<file path="config.mk">
export PLATFORM = sky130hd
export DESIGN_NAME = led_status_gen_flat
export DESIGN_NICKNAME = d
export VERILOG_FILES = /design/src/rtl/led_status_gen_pkg.sv /design/src/rtl/led_status_gen_if.sv /design/src/rtl/led_status_gen_tick.sv /design/src/rtl/led_status_gen.sv /design/src/flat_wrapper.sv
export SDC_FILE = /design/constraint.sdc
export NUM_CORES = 1
export LEC_CHECK = 0
export ABC_AREA = 0
export ABC_CLOCK_PERIOD_IN_PS = 5300
export CAP_MARGIN = 15
export CORE_MARGIN = 2
export CORE_UTILIZATION = 45
export CTS_BUF_LIST = sky130_fd_sc_hd__clkbuf_4 sky130_fd_sc_hd__clkbuf_8
export DETAILED_ROUTE_END_ITERATION = 8
export DONT_BUFFER_PORTS = 1
export SYNTH_ARGS = -nofsm -noshare
export SYNTH_HDL_FRONTEND = slang
export SYNTH_SLANG_ARGS = --single-unit
export TNS_END_PERCENT = 10
</file>
<file path="constraint.sdc">
create_clock -name p_in_clk -period 5.3 [get_ports p_in_clk]
set_clock_uncertainty 0.1 [all_clocks]
set_input_delay 1.59 -clock p_in_clk [delete_from_list [all_inputs] [get_ports p_in_clk]]
set_output_delay 1.59 -clock p_in_clk [all_outputs]
set_load 0.05 [all_outputs]
</file>
<file path="src/rtl/led_status_gen_pkg.sv">
// Shared constants and types for the LED status generator: mode encodings,
// channel FSM states, tick divider ratios and the code-mode gap multiplier.
package led_status_gen_pkg;

  localparam logic [1:0] MODE_OFF   = 2'b00;
  localparam logic [1:0] MODE_ON    = 2'b01;
  localparam logic [1:0] MODE_BLINK = 2'b10;
  localparam logic [1:0] MODE_CODE  = 2'b11;

  localparam int DIV_NORMAL = 1000;
  localparam int DIV_SIM    = 10;
  localparam int GAP_MULT   = 4;
  localparam int DIV_W      = 10;
  localparam int TIMER_W    = 12;

  typedef enum logic [2:0] {
    ST_OFF   = 3'd0,
    ST_ON    = 3'd1,
    ST_BLINK = 3'd2,
    ST_C_ON  = 3'd3,
    ST_C_OFF = 3'd4,
    ST_C_GAP = 3'd5
  } led_state_e;

  function automatic int divRatio(input int sim);
    return (sim != 0) ? DIV_SIM : DIV_NORMAL;
  endfunction

endpackage

</file>
<file path="src/rtl/led_status_gen_if.sv">
// Bus bundle of the LED status generator (enables, modes, codes, LEDs, ticks).
// With LED_STATUS_PWM_EN defined the bundle also carries the 4-bit dim level.
interface led_status_gen_if #(parameter int G_CH_COUNT = 4);

  logic                    p_in_clken;
  logic [2*G_CH_COUNT-1:0] p_in_mode;
  logic [4*G_CH_COUNT-1:0] p_in_code;
`ifdef LED_STATUS_PWM_EN
  logic [3:0]              p_in_dim;
`endif
  logic [G_CH_COUNT-1:0]   p_out_led;
  logic                    p_out_1us;
  logic                    p_out_1ms;
  logic                    p_out_1s;

`ifdef LED_STATUS_PWM_EN
  modport master (output p_in_clken, p_in_mode, p_in_code, p_in_dim,
                  input  p_out_led, p_out_1us, p_out_1ms, p_out_1s);
  modport slave  (input  p_in_clken, p_in_mode, p_in_code, p_in_dim,
                  output p_out_led, p_out_1us, p_out_1ms, p_out_1s);
`else
  modport master (output p_in_clken, p_in_mode, p_in_code,
                  input  p_out_led, p_out_1us, p_out_1ms, p_out_1s);
  modport slave  (input  p_in_clken, p_in_mode, p_in_code,
                  output p_out_led, p_out_1us, p_out_1ms, p_out_1s);
`endif

endinterface

</file>
<file path="src/rtl/led_status_gen_tick.sv">
// Tick chain for the LED status generator: us/ms/s pulse dividers plus the
// shared blink phase that every blinking channel follows.
module led_tick_gen
  import led_status_gen_pkg::*;
#(
  parameter int G_CLK_T05US = 62,
  parameter int G_BLINK_T05 = 125,
  parameter int G_SIM       = 0
) (
  input  logic clk,
  input  logic rst,
  input  logic clken_i,
  output logic tickUs_o,
  output logic tickMs_o,
  output logic tickS_o,
  output logic blink_o
);

  localparam int US_W = $clog2(2*G_CLK_T05US + 1);
  localparam logic [US_W-1:0]  US_LAST    = US_W'(2*G_CLK_T05US - 1);
  localparam logic [DIV_W-1:0] DIV_LAST   = DIV_W'(divRatio(G_SIM) - 1);
  localparam logic [DIV_W-1:0] BLINK_LAST = DIV_W'(G_BLINK_T05 - 1);

  logic [US_W-1:0]  usCnt_q, usCnt_d;
  logic [DIV_W-1:0] msCnt_q, msCnt_d, sCnt_q, sCnt_d, blinkCnt_q, blinkCnt_d;
  logic             tickUs_q, tickMs_q, tickS_q, blink_q, blink_d;
  logic             usWrap, msWrap, sWrap, blinkWrap;

  // All wraps derive from the same us wrap, so higher ticks coincide with it.
  always_comb begin
    usWrap     = clken_i && (usCnt_q == US_LAST);
    msWrap     = usWrap && (msCnt_q == DIV_LAST);
    sWrap      = msWrap && (sCnt_q == DIV_LAST);
    blinkWrap  = msWrap && (blinkCnt_q == BLINK_LAST);
    usCnt_d    = usCnt_q;
    msCnt_d    = msCnt_q;
    sCnt_d     = sCnt_q;
    blinkCnt_d = blinkCnt_q;
    blink_d    = blinkWrap ? ~blink_q : blink_q;
    if (clken_i) usCnt_d = usWrap ? '0 : usCnt_q + US_W'(1);
    if (usWrap) msCnt_d = msWrap ? '0 : msCnt_q + DIV_W'(1);
    if (msWrap) begin
      sCnt_d     = sWrap ? '0 : sCnt_q + DIV_W'(1);
      blinkCnt_d = blinkWrap ? '0 : blinkCnt_q + DIV_W'(1);
    end
  end

  always_ff @(posedge clk) begin
    if (rst) begin
      usCnt_q    <= '0;
      msCnt_q    <= '0;
      sCnt_q     <= '0;
      blinkCnt_q <= '0;
      blink_q    <= 1'b0;
      tickUs_q   <= 1'b0;
      tickMs_q   <= 1'b0;
      tickS_q    <= 1'b0;
    end else begin
      usCnt_q    <= usCnt_d;
      msCnt_q    <= msCnt_d;
      sCnt_q     <= sCnt_d;
      blinkCnt_q <= blinkCnt_d;
      blink_q    <= blink_d;
      tickUs_q   <= usWrap;
      tickMs_q   <= msWrap;
      tickS_q    <= sWrap;
    end
  end

  assign tickUs_o = tickUs_q;
  assign tickMs_o = tickMs_q;
  assign tickS_o  = tickS_q;
  assign blink_o  = blink_q;

endmodule

</file>
<file path="src/rtl/led_status_gen.sv">
// Multi-channel LED status generator: off/on/blink/flash-code per channel.
// Optional LED_STATUS_PWM_EN adds a 4-bit dimming PWM on every lit LED.
module led_status_gen
  import led_status_gen_pkg::*;
#(
  parameter int G_CH_COUNT  = 4,
  parameter int G_CLK_T05US = 62,
  parameter int G_BLINK_T05 = 125,
  parameter int G_SIM       = 0
) (
  input  logic             p_in_clk,
  input  logic             p_in_rst,
  led_status_gen_if.slave  bus
);

  localparam logic [TIMER_W-1:0] FLASH_LAST = TIMER_W'(G_BLINK_T05 - 1);
  localparam logic [TIMER_W-1:0] GAP_LAST   = TIMER_W'(GAP_MULT*G_BLINK_T05 - 1);

  logic                  tickUs, tickMs, tickS, blinkPhase, pwmGate;
  logic [G_CH_COUNT-1:0] ledVec;

  led_tick_gen #(
    .G_CLK_T05US (G_CLK_T05US),
    .G_BLINK_T05 (G_BLINK_T05),
    .G_SIM       (G_SIM)
  ) u_tick (
    .clk      (p_in_clk),
    .rst      (p_in_rst),
    .clken_i  (bus.p_in_clken),
    .tickUs_o (tickUs),
    .tickMs_o (tickMs),
    .tickS_o  (tickS),
    .blink_o  (blinkPhase)
  );

`ifdef LED_STATUS_PWM_EN
  logic [3:0] pwmCnt_q;

  always_ff @(posedge p_in_clk) begin
    if (p_in_rst) pwmCnt_q <= '0;
    else          pwmCnt_q <= pwmCnt_q + 4'd1;
  end

  assign pwmGate = (pwmCnt_q < bus.p_in_dim);
`else
  assign pwmGate = 1'b1;
`endif

  for (genvar i = 0; i < G_CH_COUNT; i++) begin : g_ch
    led_state_e         state_q, state_d;
    logic [TIMER_W-1:0] timer_q, timer_d;
    logic [3:0]         flash_q, flash_d;
    logic               led_q, lit, inCode, stepEnd;
    logic [1:0]         mode;
    logic [3:0]         code;

    assign mode = bus.p_in_mode[2*i +: 2];
    assign code = bus.p_in_code[4*i +: 4];

    always_ff @(posedge p_in_clk) begin
      if (p_in_rst) begin
        state_q <= ST_OFF;
        timer_q <= '0;
        flash_q <= '0;
        led_q   <= 1'b0;
      end else begin
        state_q <= state_d;
        timer_q <= timer_d;
        flash_q <= flash_d;
        led_q   <= lit & pwmGate;
      end
    end

    // flash_q holds the flashes still owed in the current code sequence;
    // the last flash goes straight into the gap without a dark slot.
    always_comb begin
      state_d = state_q;
      timer_d = timer_q;
      flash_d = flash_q;
      lit     = 1'b0;
      inCode  = state_q inside {ST_C_ON, ST_C_OFF, ST_C_GAP};
      stepEnd = tickMs && (timer_q == ((state_q == ST_C_GAP) ? GAP_LAST : FLASH_LAST));
      if (mode != MODE_CODE) begin
        timer_d = '0;
        flash_d = '0;
        case (mode)
          MODE_OFF:   state_d = ST_OFF;
          MODE_ON:    state_d = ST_ON;
          MODE_BLINK: state_d = ST_BLINK;
          default:    state_d = ST_OFF;
        endcase
      end else if (!inCode) begin
        timer_d = '0;
        flash_d = code;
        state_d = (code == 4'd0) ? ST_C_GAP : ST_C_ON;
      end else if (stepEnd) begin
        timer_d = '0;
        case (state_q)
          ST_C_ON: begin
            if (flash_q > 4'd1) begin
              flash_d = flash_q - 4'd1;
              state_d = ST_C_OFF;
            end else begin
              state_d = ST_C_GAP;
            end
          end
          ST_C_OFF: state_d = ST_C_ON;
          default: begin
            flash_d = code;
            state_d = (code == 4'd0) ? ST_C_GAP : ST_C_ON;
          end
        endcase
      end else if (tickMs) begin
        timer_d = timer_q + TIMER_W'(1);
      end
      case (state_d)
        ST_ON, ST_C_ON: lit = 1'b1;
        ST_BLINK:       lit = blinkPhase;
        default:        lit = 1'b0;
      endcase
    end

    assign ledVec[i] = led_q;
  end

  assign bus.p_out_led = ledVec;
  assign bus.p_out_1us = tickUs;
  assign bus.p_out_1ms = tickMs;
  assign bus.p_out_1s  = tickS;

endmodule

</file>
<file path="src/flat_wrapper.sv">
// flat-port wrapper written by rule: the top's interface ports become plain ports
module led_status_gen_flat import led_status_gen_pkg::*;
#(
  parameter int G_CH_COUNT  = 4,
  parameter int G_CLK_T05US = 62,
  parameter int G_BLINK_T05 = 125,
  parameter int G_SIM       = 0
)
  (p_in_clk, p_in_rst, bus_p_in_clken, bus_p_in_mode, bus_p_in_code, bus_p_out_led, bus_p_out_1us, bus_p_out_1ms, bus_p_out_1s);
  led_status_gen_if #(.G_CH_COUNT(G_CH_COUNT)) bus_i ();
  input  logic p_in_clk;
  input  logic p_in_rst;
  input wire logic [$bits(bus_i.p_in_clken)-1:0] bus_p_in_clken;
  input wire logic [$bits(bus_i.p_in_mode)-1:0] bus_p_in_mode;
  input wire logic [$bits(bus_i.p_in_code)-1:0] bus_p_in_code;
  output wire logic [$bits(bus_i.p_out_led)-1:0] bus_p_out_led;
  output wire logic [$bits(bus_i.p_out_1us)-1:0] bus_p_out_1us;
  output wire logic [$bits(bus_i.p_out_1ms)-1:0] bus_p_out_1ms;
  output wire logic [$bits(bus_i.p_out_1s)-1:0] bus_p_out_1s;
  assign bus_i.p_in_clken = bus_p_in_clken;
  assign bus_i.p_in_mode = bus_p_in_mode;
  assign bus_i.p_in_code = bus_p_in_code;
  assign bus_p_out_led = bus_i.p_out_led;
  assign bus_p_out_1us = bus_i.p_out_1us;
  assign bus_p_out_1ms = bus_i.p_out_1ms;
  assign bus_p_out_1s = bus_i.p_out_1s;
  led_status_gen #(.G_CH_COUNT(G_CH_COUNT), .G_CLK_T05US(G_CLK_T05US), .G_BLINK_T05(G_BLINK_T05), .G_SIM(G_SIM)) u_core (.p_in_clk(p_in_clk), .p_in_rst(p_in_rst), .bus(bus_i));
endmodule
</file>
# After elaboration in Yosys (flattened, before gate mapping)
# Index checks and enable logic that the tools add are counted.
# op_classes
addsub,12
order_cmp,4
eq_ne,56
muxes,56
n_bitwise,5
n_reduce_logical,32
# ops
operator,count
"12-bit by 1-bit adder with 12-bit output, second input constant",4
12-bit == test,4
3-bit two-way mux,16
4-bit two-way mux,12
"3-bit by 2-bit == test with 1-bit output, second input constant",12
9-bit two-way mux,4
4-bit one-hot mux with 2 select lines,4
"10-bit by 1-bit adder with 10-bit output, second input constant",3
10-bit two-way mux,3
"3-bit == test, second input constant",8
"2-bit != test, second input constant",12
3-bit one-hot mux with 2 select lines,4
"10-bit == test, second input constant",2
"4-bit by 1-bit > comparator with 1-bit output, second input constant",4
4-bit logical NOT,4
2-bit one-hot mux with 2 select lines,4
2-bit OR reduction,8
4-bit OR reduction,4
"4-bit by 1-bit subtractor with 4-bit output, second input constant",4
"3-bit by 1-bit == test with 1-bit output, second input constant",4
"3-bit != test, second input constant",4
3-bit AND reduction,4
3-bit nonzero test,4
"10-bit by 7-bit == test with 1-bit output, second input constant",1
other kinds (9),32
# word_totals
reg_bits,121
in_bits,27
output_inout_bits,7

# Longest topological paths before layout
# logic_depth
word_depth,10
mapped_depth,9
depth_no_buf,8

# Cells and area by module
# Synthesis repeated with hierarchy kept, for this count alone.
# unflattened
cells_unflattened,792
area_unflattened_um2,6615.1
# by_module_without_submodules
mod,n_inst,cells_each,area_per_inst_um2,seq_area_each_um2
led_status_gen,1,546,4543.1,1601.5
led_tick_gen,1,246,2072.0,820.8

# Worst setup path after synthesis
# Ideal clock, no wire load.
# synth_timing
kind,input to register
startpoint,input bus_p_in_clken
endpoint,register u_core.u_tick.sCnt_q[7]
setup_ns,0.131
t_arrival_ns,2.972
setup_slack_ns,2.096
cell_stages,9
n_path_buf,3
cell_sequence,buf_6 nand4b_4 or2_1 buf_6 or2_4 buf_6 nor3_1 xnor2_1 nor2_1
# synth_via
elab_chain_len,4
# synth_lines
item,line_no,source
start: declaration,flat_wrapper.sv:13,input wire logic [$bits(bus_i.p_in_clken)-1:0] bus_p_in_clken;
1-bit logical AND (*),led_status_gen_tick.sv:31,usWrap = clken_i && (usCnt_q == US_LAST);
1-bit logical AND (*),led_status_gen_tick.sv:32,msWrap = usWrap && (msCnt_q == DIV_LAST);
1-bit logical AND,led_status_gen_tick.sv:33,sWrap = msWrap && (sCnt_q == DIV_LAST);
10-bit two-way mux,led_status_gen_tick.sv:43,sCnt_d = sWrap ? '0 : sCnt_q + DIV_W'(1);
end signal: assignment,led_status_gen_tick.sv:61,sCnt_q <= sCnt_d;
end: declaration,led_status_gen_tick.sv:25,"logic [DIV_W-1:0] msCnt_q, msCnt_d, sCnt_q, sCnt_d, blinkCnt_q, blinkCnt_d;"
# Every way passes the cells marked *; elsewhere a longest branch is shown, timed or not.
# A chain may end at the register's enable or synchronous reset.

# Worst setup path in the final report
# layout_timing
startpoint,register u_core.u_tick.tickMs_q (netlist: u_core.u_tick.tickMs_o)
endpoint,output bus_p_out_1ms
# layout_rtl
item,line_no,source
start: declaration,led_status_gen_tick.sv:26,"logic tickUs_q, tickMs_q, tickS_q, blink_q, blink_d;"
start signal: assignment,led_status_gen_tick.sv:65,tickMs_q <= msWrap;
end: declaration,flat_wrapper.sv:18,output wire logic [$bits(bus_i.p_out_1ms)-1:0] bus_p_out_1ms;
# No word-level cell between the ends.

==> flow_metrics.env <==
export IMPL_cp_data_arrival_time_ns=1.40
export IMPL_post_place_ws_ns=2.01
export IMPL_yosys_warnings=0
export IMPL_multi_input_area_um2=3550
export IMPL_die_h_um=121
export IMPL_ctsLongestPathBuffers=2
export IMPL_setup_viol=0
export IMPL_maxSlewViolCount=0
export IMPL_grt_pass1_wl_um=21700
export IMPL_yosysSeqAreaShare=0.393
export IMPL_num_vias=5001
export IMPL_fin_crit_sh=0.583
export IMPL_fin_ws_ns=2.21
export IMPL_antenna_found_initial=0
export IMPL_hold_violations=0
export IMPL_r2r_setup_slack_ns=2.40
export IMPL_rows=42
export IMPL_yosys_most_used_dff="dfxtp_1"
export IMPL_layout_min_cycle_time_ns=3.09
export IMPL_hp_start="u_core.u_tick.msCnt_q[1]"
export IMPL_seq_area_um2=2420
export IMPL_layout_drive_gt1_share=0.0721
export IMPL_p_leak_uw=0.00225
export IMPL_synth_edf_count=0
export IMPL_p_per_area_nw_per_um2=266
export IMPL_drtAntennaViolNets=0
export IMPL_num_io_pins=34
export IMPL_p_total_uw=1770
export IMPL_r2r_end="u_core.g_ch[0].led_q"
export IMPL_cts_resized=0
export IMPL_vdd_drop_max_mv=0.143
export IMPL_coreArea_um2=13300
export IMPL_slew_headroom=0.341
export IMPL_synth_cell_types=76
export IMPL_drt_initial_drc_count=268
export IMPL_routabilityCongestion=0.828
export IMPL_cts_sinks=121
export IMPL_vias_per_cell=5.41
export IMPL_whs_ns=0.377
export IMPL_cp_depth=0
export IMPL_die_x_um=121
export IMPL_hp_class="flop to flop"
export IMPL_r2r_cells=7
export IMPL_routed_wirelength_um=12500
export IMPL_ctsRootBufferMaster="clkbuf_8"
export IMPL_tns_ns=0
export IMPL_wl_per_cell_um=13.5
export IMPL_syn_nets=782
export IMPL_cp_required_ns=3.61
export IMPL_track_usage=0.182
export IMPL_critical_path_max_fanout=10
export IMPL_place_port_buffers=0
export IMPL_synth_seq_cells=121
export IMPL_synthCells=738
export IMPL_synth_area_um2=6170
export IMPL_clock_latency_ns=0.43
export IMPL_cts_hold_buf=0
export IMPL_critPathKind="flop to primary output"
export IMPL_firstDrtPassIters=4
export IMPL_drc=0
export IMPL_fillers=1276
export IMPL_fmax_mhz=323
export IMPL_grt_max_degree=36
export IMPL_htreeDepth=4
export IMPL_initial_core_util=0.464
export IMPL_max_cap_violations=0
export IMPL_worst_pin_slew_ns=0.987
export IMPL_clkTransAtPathRegs_ns=0.07
export IMPL_dp_hpwl_um=9010
export IMPL_rsz0062_at_grt="false"
export IMPL_antenna_cells=0
export IMPL_cp_start_kind="flop"
export IMPL_cts_tree="done"
export IMPL_worst_setup_path_end_kind="primary output"
export IMPL_async_reset_ff_frac=0
export IMPL_num_nets_final=781
export IMPL_status="completed"
export IMPL_dieArea_um2=14700
export IMPL_hold_path_end="u_core.u_tick.msCnt_q[1]"
export IMPL_finish_utilization=0.500
export IMPL_gr_total_overflow=0
export IMPL_reg2reg_from="u_core.u_tick.tickMs_o"
export IMPL_cts_setup_buffers=0
export IMPL_holdPathStages=2
export IMPL_syn2layout_area_growth_pct=7.79
export IMPL_grt_pass1_vias=4907
export IMPL_cts_made_buffers=17
export IMPL_syn_area_per_cell_um2=8.36
## logic make-up after synthesis
| kind of cell | count (synthesis) | share of synthesized area |
|---|---|---|
| AOI/OAI and AO/OA | 106 | 0.118 |
| xor gates and xnor gates | 70 | 0.0994 |
| muxes | 11 | 0.0180 |
| buffers and inverters | 41 | 0.0318 |
| adders and majority gates | 17 | 0.0345 |
| DFF | 121 | 0.393 |
| and+or+nand+nor | 372 | 0.305 |
## cells in the mapped netlist, drive strengths merged, types with 11 or more instances
cell type | count | area [um^2]
nor2 | 131 | 492
dfxtp | 121 | 2420
nand2 | 66 | 250
xor2 | 44 | 385
a21oi | 31 | 159
nand4 | 28 | 175
nand3 | 27 | 135
xnor2 | 26 | 228
nor3 | 25 | 130
inv | 20 | 75.1
o21ai | 20 | 100
ha | 17 | 213
and3 | 13 | 81.3
buf | 11 | 83.8
or3 | 11 | 68.8
## stage by stage
step                cell area [um^2]  cells
floorplan                       6170    738
global placement                6280    894
detailed placement              6280    894
CTS                             6650    925
global route                    6650    925
finish                          6650    925
## cells in the final DEF, fill, tap and decap left out, types with 4 or more instances in the layout
| master | n |
|---|---|
| a211oi_1 | 8 |
| a21oi_1 | 30 |
| a31oi_1 | 6 |
| and2_1 | 6 |
| and3_1 | 13 |
| clkbuf_8 | 21 |
| clkinv_2 | 5 |
| dfxtp_1 | 121 |
| ha_1 | 17 |
| inv_1 | 20 |
| mux2i_1 | 10 |
| nand2_1 | 65 |
| nand2b_1 | 8 |
| nand3_1 | 27 |
| nand3b_1 | 8 |
| nand4_1 | 28 |
| nor2_1 | 131 |
| nor2b_1 | 7 |
| nor3_1 | 24 |
| nor3b_1 | 4 |
| nor4_1 | 9 |
| nor4b_1 | 4 |
| o21ai_0 | 16 |
| o21ai_1 | 4 |
| or2_2 | 6 |
| or3_1 | 11 |
| xnor2_1 | 26 |
| xor2_1 | 44 |
## power by group
part | total [uW] | internal (uW) | switching, uW
Clock | 775 | 424 | 351
Sequential | 936 | 920 | 16.0
Combinational | 55.4 | 24.6 | 30.9
## how the worst max path moves through the flow
| stage | slack [ns] | to | startpoint |
|---|---|---|---|
| 6_report | 2.21 | bus_p_out_1ms | u_core.u_tick.tickMs_o |
| 2_1_floorplan | 2.10 | u_core.u_tick.sCnt_q[7] | bus_p_in_clken |
| 3_3_place_gp | 2.04 | u_core.u_tick.sCnt_q[3] | bus_p_in_clken |
| 3_5_place_dp | 2.01 | u_core.u_tick.blinkCnt_q[8] | bus_p_in_clken |
| 4_1_cts | 2.13 | bus_p_out_1ms | u_core.u_tick.tickMs_o |
| 5_1_grt | 2.07 | u_core.g_ch[1].flash_q[1] | u_core.u_tick.tickMs_o |
## registers in the layout, summed over array words and instances, names as in the netlist
register	flops
u_core.u_tick.msCnt_q	10
u_core.u_tick.usCnt_q	7
u_core.g_ch.state_q	12
u_core.u_tick.blink_o	1
u_core.u_tick.tickMs_o	1
u_core.g_ch.flash_q	16
u_core.u_tick.tickUs_o	1
u_core.u_tick.sCnt_q	10
u_core.g_ch.led_q	4
u_core.u_tick.tickS_o	1
u_core.g_ch.timer_q	48
u_core.u_tick.blinkCnt_q	10
## worst reg2reg max path: stages (launching register included)
cell and delay, ns:
dfxtp_1 0.97, buf_4 0.38, and4b_1 0.27, nand4_1 0.17, a311oi_1 0.36, a21boi_0 0.30
a21oi_1 0.07, o21ba_2 0.24
## area by class of cell
class | instances | share of cell area
clock buffers | 23 | 0.0457
clock inverters | 8 | 0.0105
inverters | 20 | 0.0113
multi-input cells | 576 | 0.534
flip-flops and latches | 121 | 0.364
well taps | 176 | 0.0331
repair buffers | 1 | 0.00113
## routing by layer
layer | vias up | part of all wire | GRT usage
li1 | 2597 | - | -
met1 | 2328 | 0.48 | 0.227
met2 | 67 | 0.46 | 0.295
met3 | 9 | 0.038 | 0.0442
met4 | 0 | 0.016 | 0.0865
met5 | - | 0 | 0
Note: power is estimated with default switching activity, not from simulation.
